`config.mk`:
```
export PLATFORM = sky130hd
export DESIGN_NAME = karatsuba_gf2_scheduler
export DESIGN_NICKNAME = d
export VERILOG_FILES = /design/src/rtl/karatsuba_pkg.sv /design/src/rtl/karatsuba_gf2_scheduler_clmul.sv /design/src/rtl/karatsuba_gf2_scheduler.sv
export SDC_FILE = /design/constraint.sdc
export NUM_CORES = 2
export LEC_CHECK = 0
export ABC_AREA = 0
export CAP_MARGIN = 20
export CORE_UTILIZATION = 40
export DETAILED_ROUTE_END_ITERATION = 12
export PLACE_DENSITY_LB_ADDON = 0.15
export SYNTH_ARGS = -nofsm -noshare
export SYNTH_HDL_FRONTEND = slang
export SYNTH_SLANG_ARGS = --single-unit
export TNS_END_PERCENT = 10
```
`constraint.sdc`:
```
create_clock -name clk -period 2.5 [get_ports clk]
set_input_delay 0.5 -clock clk [delete_from_list [all_inputs] [get_ports clk]]
set_output_delay 0.5 -clock clk [all_outputs]
set_load 0.05 [all_outputs]
```
`src/rtl/karatsuba_pkg.sv`:
```
`default_nettype none
// +----------------------------------------------------------------------------+
// | Module      : karatsuba_pkg                                                |
// | Description : Shared defaults, FSM state encoding and per-product cycle    |
// |               count for the Karatsuba GF(2)[x] multiplier scheduler.       |
// | Ports       : none (package)                                               |
// | Revision    : 1.0  initial release                                         |
// +----------------------------------------------------------------------------+
package karatsuba_pkg;

    // Operand width and half width used when the top is not overridden.
    localparam int c_W_DEFAULT  = 224;
    localparam int c_H_DEFAULT  = c_W_DEFAULT / 2;

    // Each partial product consumes one multiplier bit per cycle.
    localparam int c_MUL_CYCLES = c_H_DEFAULT;

    typedef enum logic [2:0] {
        IDLE    = 3'd0,
        MUL_HI  = 3'd1,
        MUL_LO  = 3'd2,
        MUL_MID = 3'd3,
        COMBINE = 3'd4
    } state_t;

endpackage
`default_nettype wire

```
`src/rtl/karatsuba_gf2_scheduler_clmul.sv`:
```
`default_nettype none
// +----------------------------------------------------------------------------+
// | Module      : clmul_serial                                                 |
// | Description : H-by-H bit-serial carry-less multiplier, MSB first.          |
// |               load captures x/y and already folds in the top bit of y, so  |
// |               a product needs the load cycle plus H-1 step cycles.         |
// | Ports       : clk, rst        clock, synchronous active-high reset         |
// |               load            start a new product from x, y               |
// |               step            consume the next multiplier bit             |
// |               x [H-1:0]       multiplicand                                |
// |               y [H-1:0]       multiplier                                  |
// |               p [2H-1:0]      running / final product                     |
// | Revision    : 1.0  initial release                                         |
// +----------------------------------------------------------------------------+
module clmul_serial
    import karatsuba_pkg::*;
#(
    parameter int H = c_H_DEFAULT
) (
    input  logic           clk,
    input  logic           rst,
    input  logic           load,
    input  logic           step,
    input  logic [H-1:0]   x,
    input  logic [H-1:0]   y,
    output logic [2*H-1:0] p
);

    logic [H-1:0]   r_x;
    logic [H-1:0]   r_y;
    logic [2*H-1:0] r_p;

    // Horner form: shift the partial result up one degree, then XOR in x
    // when the current multiplier bit is set. Degree never exceeds 2H-2,
    // so the left shift cannot drop a set bit.
    always_ff @(posedge clk) begin
        if (rst) begin
            r_x <= '0;
            r_y <= '0;
            r_p <= '0;
        end else if (load) begin
            r_x <= x;
            r_y <= y << 1;
            r_p <= y[H-1] ? {{H{1'b0}}, x} : '0;
        end else if (step) begin
            r_y <= r_y << 1;
            r_p <= (r_p << 1) ^ (r_y[H-1] ? {{H{1'b0}}, r_x} : '0);
        end
    end

    assign p = r_p;

endmodule
`default_nettype wire

```
`src/rtl/karatsuba_gf2_scheduler.sv`:
```
`default_nettype none
// +----------------------------------------------------------------------------+
// | Module      : karatsuba_gf2_scheduler                                      |
// | Description : One-level Karatsuba multiplier over GF(2)[x]. Three half-    |
// |               width partial products are computed in turn on a single      |
// |               serial carry-less multiplier and then XOR-combined.          |
// | Ports       : clk, rst        clock, synchronous active-high reset         |
// |               start           request, sampled only while busy=0           |
// |               a, b [W-1:0]    operands, bit i = coefficient of x^i         |
// |               busy            operation in progress                        |
// |               done            one-cycle completion pulse                   |
// |               c [2W-1:0]      product, held until the next done            |
// | Revision    : 1.0  initial release                                         |
// +----------------------------------------------------------------------------+
module karatsuba_gf2_scheduler
    import karatsuba_pkg::*;
#(
    parameter int W = c_W_DEFAULT,   // must be even
    parameter int H = W / 2          // always derived from W
) (
    input  logic           clk,
    input  logic           rst,
    input  logic           start,
    input  logic [W-1:0]   a,
    input  logic [W-1:0]   b,
    output logic           busy,
    output logic           done,
    output logic [2*W-1:0] c
);

    // One-hot cycle counter: bit k set means k+1 multiplier bits consumed,
    // so the top bit marks the last cycle of a product without any adder.
    localparam logic [H-1:0] c_CNT_FIRST = {{(H-1){1'b0}}, 1'b1};

    state_t         r_state;
    state_t         w_next;
    logic [W-1:0]   r_a;
    logic [W-1:0]   r_b;
    logic [H-1:0]   r_cnt;
    logic [2*H-1:0] r_phi;
    logic [2*H-1:0] r_plo;
    logic [2*W-1:0] r_c;
    logic           r_done;

    logic           w_last;
    logic           w_load;
    logic           w_step;
    logic [H-1:0]   w_x;
    logic [H-1:0]   w_y;
    logic [2*H-1:0] w_p;
    logic [2*H-1:0] w_mid;
    logic [2*W-1:0] w_comb;

    assign w_last = r_cnt[H-1];

    clmul_serial #(
        .H (H)
    ) u_clmul (
        .clk  (clk),
        .rst  (rst),
        .load (w_load),
        .step (w_step),
        .x    (w_x),
        .y    (w_y),
        .p    (w_p)
    );

    // Next state and operand-select mux. The next product is loaded on the
    // same edge that leaves the previous state, so there is no gap cycle.
    // The high halves are taken straight from the ports on start because the
    // operand registers are only written on that same edge.
    always_comb begin
        w_next = r_state;
        w_load = 1'b0;
        w_step = 1'b0;
        w_x    = '0;
        w_y    = '0;
        case (r_state)
            IDLE: begin
                if (start) begin
                    w_next = MUL_HI;
                    w_load = 1'b1;
                    w_x    = a[W-1:H];
                    w_y    = b[W-1:H];
                end
            end
            MUL_HI: begin
                if (w_last) begin
                    w_next = MUL_LO;
                    w_load = 1'b1;
                    w_x    = r_a[H-1:0];
                    w_y    = r_b[H-1:0];
                end else begin
                    w_step = 1'b1;
                end
            end
            MUL_LO: begin
                if (w_last) begin
                    w_next = MUL_MID;
                    w_load = 1'b1;
                    w_x    = r_a[W-1:H] ^ r_a[H-1:0];
                    w_y    = r_b[W-1:H] ^ r_b[H-1:0];
                end else begin
                    w_step = 1'b1;
                end
            end
            MUL_MID: begin
                if (w_last) begin
                    w_next = COMBINE;
                end else begin
                    w_step = 1'b1;
                end
            end
            COMBINE: begin
                w_next = IDLE;
            end
            default: begin
                w_next = IDLE;
            end
        endcase
    end

    // Pmid is still sitting in the multiplier during COMBINE.
    assign w_mid  = w_p ^ r_phi ^ r_plo;
    assign w_comb = {r_phi, r_plo} ^ {{H{1'b0}}, w_mid, {H{1'b0}}};

    always_ff @(posedge clk) begin
        if (rst) begin
            r_state <= IDLE;
            r_a     <= '0;
            r_b     <= '0;
            r_cnt   <= '0;
            r_phi   <= '0;
            r_plo   <= '0;
            r_c     <= '0;
            r_done  <= 1'b0;
        end else begin
            r_state <= w_next;
            r_done  <= 1'b0;
            case (r_state)
                IDLE: begin
                    if (start) begin
                        r_a   <= a;
                        r_b   <= b;
                        r_cnt <= c_CNT_FIRST;
                    end
                end
                MUL_HI: begin
                    if (w_last) begin
                        r_phi <= w_p;
                        r_cnt <= c_CNT_FIRST;
                    end else begin
                        r_cnt <= r_cnt << 1;
                    end
                end
                MUL_LO: begin
                    if (w_last) begin
                        r_plo <= w_p;
                        r_cnt <= c_CNT_FIRST;
                    end else begin
                        r_cnt <= r_cnt << 1;
                    end
                end
                MUL_MID: begin
                    if (w_last) begin
                        r_cnt <= '0;
                    end else begin
                        r_cnt <= r_cnt << 1;
                    end
                end
                COMBINE: begin
                    r_c    <= w_comb;
                    r_done <= 1'b1;
                end
                default: begin
                    r_cnt <= '0;
                end
            endcase
        end
    end

    assign busy = (r_state != IDLE);
    assign done = r_done;
    assign c    = r_c;

endmodule
`default_nettype wire

```
==> metrics.md <==
| Metric | Value |
|---|---|
| Synth area leaders | `dfxtp_1 (49%), nand2_1 (13%), a21oi_1 (8.1%)` |
| Clk sink count | `1907` |
| Depth of the worst register-to-register path | `6` |
| Clock Path Buffers | `3` |
| Layout fillers | `18600` |
| Clk pin slew, worst setup/hold paths | `0.06 ns` |
| WP data arrival | `1.89 ns` |
| Max Fclk | `0.418 GHz` |
| RSZ-0062 raised after global routing | `no` |
| Remaining antenna violation count | `0` |
| Count leader, synth | `nand2_1` |
| Routability cong. | `0.842` |
| Syn nets | `10200` |
| Synthesis-to-layout area growth | `23.9%` |
| # DRC | `0` |
| Vias in the first global route | `67300` |
| Leakage | `34.1 nW` |
| Final Hold Viols | `0` |
| Syn avg cell area | `8.10 µm²` |
| Maximum VDD drop | `0.663 mV` |
| Via Count | `71100` |
| Via/cell ratio | `5.44` |
| Global-route wire length before repair | `405000 µm` |
| Setup-failing EPs final | `0` |
| Flop pwr share | `0.471` |
| Largest net degree at the start of global routing | `151` |
| Combinational fraction of design power | `0.085` |
| Post-synthesis mux area share | `0` |
| Primary FF master, synth | `dfxtp_1` |
| Clock share of power | `0.444` |
| Period utilization | `0.958` |
| Sw frac | `0.249` |
| Synth top area share | `0.485` |
| Critical path peak fanout | `17` |
| H-tree levels | `4` |
| Hold Crit Class | `input pin to flop` |
| WS Path Type | `flop to primary output` |
| Avg WL per Cell | `20.4 µm` |
| Startpoint types | `flop` |
| All-layer global routing usage | `0.258` |
| Hold slack | `0.0804 ns` |
| DP HPWL | `180000 µm` |
| Cell Int Power | `51.6 mW` |
| Flop-to-flop setup slack | `0.27 ns` |
| Final worst setup slack | `0.105 ns` |
| Post-CTS Setup Repair Bufs | `0` |
| DP Worst Slack | `-0.0487 ns` |
| Cell row count | `162` |
| Power Dens Cells | `704 nW/µm²` |
| CTS tree | `yes` |
| Initial antenna violation count | `20` |
| Most frequent cells after synthesis | `nand2_1 (2648), dfxtp_1 (1907), a21oi_1 (1275), xnor2_1 (671), clkbuf_1 (597)` |
| Post-Synth Adder-Cell Area | `0` |
| Yosys reg bits | `1907` |
| Mapped Area | `78700 µm²` |
| Clock skew | `0.0285 ns` |
| Layout cell share with drive strength beyond 1 | `0.0603` |
| Cts bufs inserted | `203` |
| Reg2reg end | `c[392]$_SDFFE_PP0P_` |
| Total net switching power | `17.1 mW` |
| Netlist cell types | `40` |
| Setup_tns | `0 ns` |
| Core area | `195000 µm²` |
| I/O Pins | `901` |
| Ys async rst share | `0` |
| Critical Path End | `busy` |
| Worst setup path startpoint | `r_state[2]$_SDFFE_PP0P_` |
| Max-cap violation count | `0` |
| Worst Setup End Kind | `primary output` |
| Yosys synthesis warning count | `0` |
| Slew Viols, Final | `0` |
| Initial Util | `0.403` |
| Run status | `finished, final reports clean` |
| Global route overflow | `0` |
| Later-pin clock latency in the skew report | `0.85 ns` |
| Worst endpoint required time | `2.00 ns` |
| DR pass1 iterations | `6` |
| RR Startpoint | `r_state[0]$_SDFFE_PP0P_` |
| Area fraction in and, or, nand and nor cells after synthesis | `0.170` |
| Synth Area in Compound Gates | `0.222` |
| Max_slew headroom | `0.245` |
| Die Span Y | `446 µm` |
| Largest area contributor in the netlist | `dfxtp_1` |
| Post-Synth XOR/XNOR Area | `0.0749` |
| Root buffer cell | `clkbuf_16` |
| Worst Tran Pin Value | `1.13 ns` |
| Port buffer count | `900` |
| Final min period | `2.39 ns` |
| Hold_buf cts | `0` |
| Final wirelength | `266000 µm` |
| Mapped Cells | `9714` |
| Die area | `199000 µm²` |
| Die Width | `446 µm` |
| DRT iter0 DRCs | `5617` |
| Layout Nets | `10700` |
| PostCTS Resize Cnt | `425` |
| Seq/Total Area, Yosys | `0.485` |
| EDFF count, synth | `0` |
| Main combinational cell family by area after synthesis | `compound AO/OA/AOI/OAI gates` |
power groups by stage:
| stage | Clock, mW | Sequential [mW] | Combinational (mW) |
|---|---|---|---|
| floorplan | 0 | 32.6 | 3.38 |
| global route | 32.3 | 32.4 | 6.32 |
| finish | 30.5 | 32.3 | 5.85 |
| CTS | 31.1 | 32.3 | 5.84 |
| global placement | 0 | 33.0 | 5.76 |
| detailed placement | 0 | 33.0 | 5.83 |
cells in the final DEF (no fill, tap or decap), drive strengths merged, types with 2 or more instances in the layout:
master / n
o211a: 2
xnor2: 671
clkbuf: 314
nor3b: 156
clkinv: 40
o22ai: 221
dfxtp: 1907
a32oi: 112
o2bb2ai: 113
clkdlybuf4s50: 449
a21oi: 1275
a22oi: 112
nor2: 560
dlygate4sd2: 424
nand2: 2648
o21ai: 155
a311oi: 111
diode: 10
inv: 119
nor3: 5
a31oi: 112
xor2: 2
bufinv: 13
nor2b: 3
a211oi: 336
and2: 2
a21o: 68
o211ai: 180
nand4bb: 2
or3: 2
buf: 301
stage by stage:
step / instance area, µm² / cells / util / total power [mW]
after CTS: 97500 / 13000 / 0.499 / 69.3
after global routing: 97500 / 13100 / 0.500 / 71.1
after floorplan: 78700 / 9714 / - / 36.0
after detailed placement: 91300 / 12700 / 0.468 / 38.8
final: 97500 / 13100 / 0.500 / 68.7
after global placement: 91300 / 12700 / 0.468 / 38.7
cell type report:
cell class              count  area, µm²  share of cell area
diodes                     10       25.0            0.000257
multi-input cells        6856      36900               0.378
repair buffers           1174      12000               0.123
well taps                2624       3280              0.0337
clock inverters            57        748             0.00767
flip-flops and latches   1907      38200               0.392
inverters                 115        432             0.00443
clock buffers             314       5980              0.0613
how the worst min path moves through the flow:
stage	startpoint	to	slack (ns)	depth (start not counted)
floorplan	r_b[181]$_SDFFE_PP0P_	r_b[181]$_SDFFE_PP0P_	0.44	2
global placement	c[390]$_SDFFE_PP0P_	c[390]$_SDFFE_PP0P_	0.45	2
detailed placement	c[374]$_SDFFE_PP0P_	c[374]$_SDFFE_PP0P_	0.45	2
CTS	rst	r_a[214]$_SDFFE_PP0P_	0.02	2
global route	rst	r_a[215]$_SDFFE_PP0P_	0.08	2
finish	rst	r_a[213]$_SDFFE_PP0P_	0.08	2
critical path, cell delays in order (launching register included):
cell and delay, ns:
dfxtp_4 0.44, or3_4 0.43, buf_12 0.16
routing by layer:
metal	wire, µm	vias up	track usage
met5	59	-	0
met4	13300	10	0.134
met3	12800	482	0.0336
met2	128000	2152	0.431
met1	112000	34100	0.325
li1	-	34400	-
flip-flops by register name, summed over array words and instances, names as in the netlist, 112 cells and up:
name	count
r_plo	224
u_clmul.p	224
r_b	224
r_cnt	112
r_phi	224
r_a	224
u_clmul.r_x	112
c	448
cells by family after synthesis:
logic type / count (synthesis)
buffers and inverters: 951
xor gates and xnor gates: 673
DFF: 1907
and+or+nand+nor: 3382
AOI/OAI and AO/OA: 2801
No activity file was read; power rests on OpenSTA's default activity.
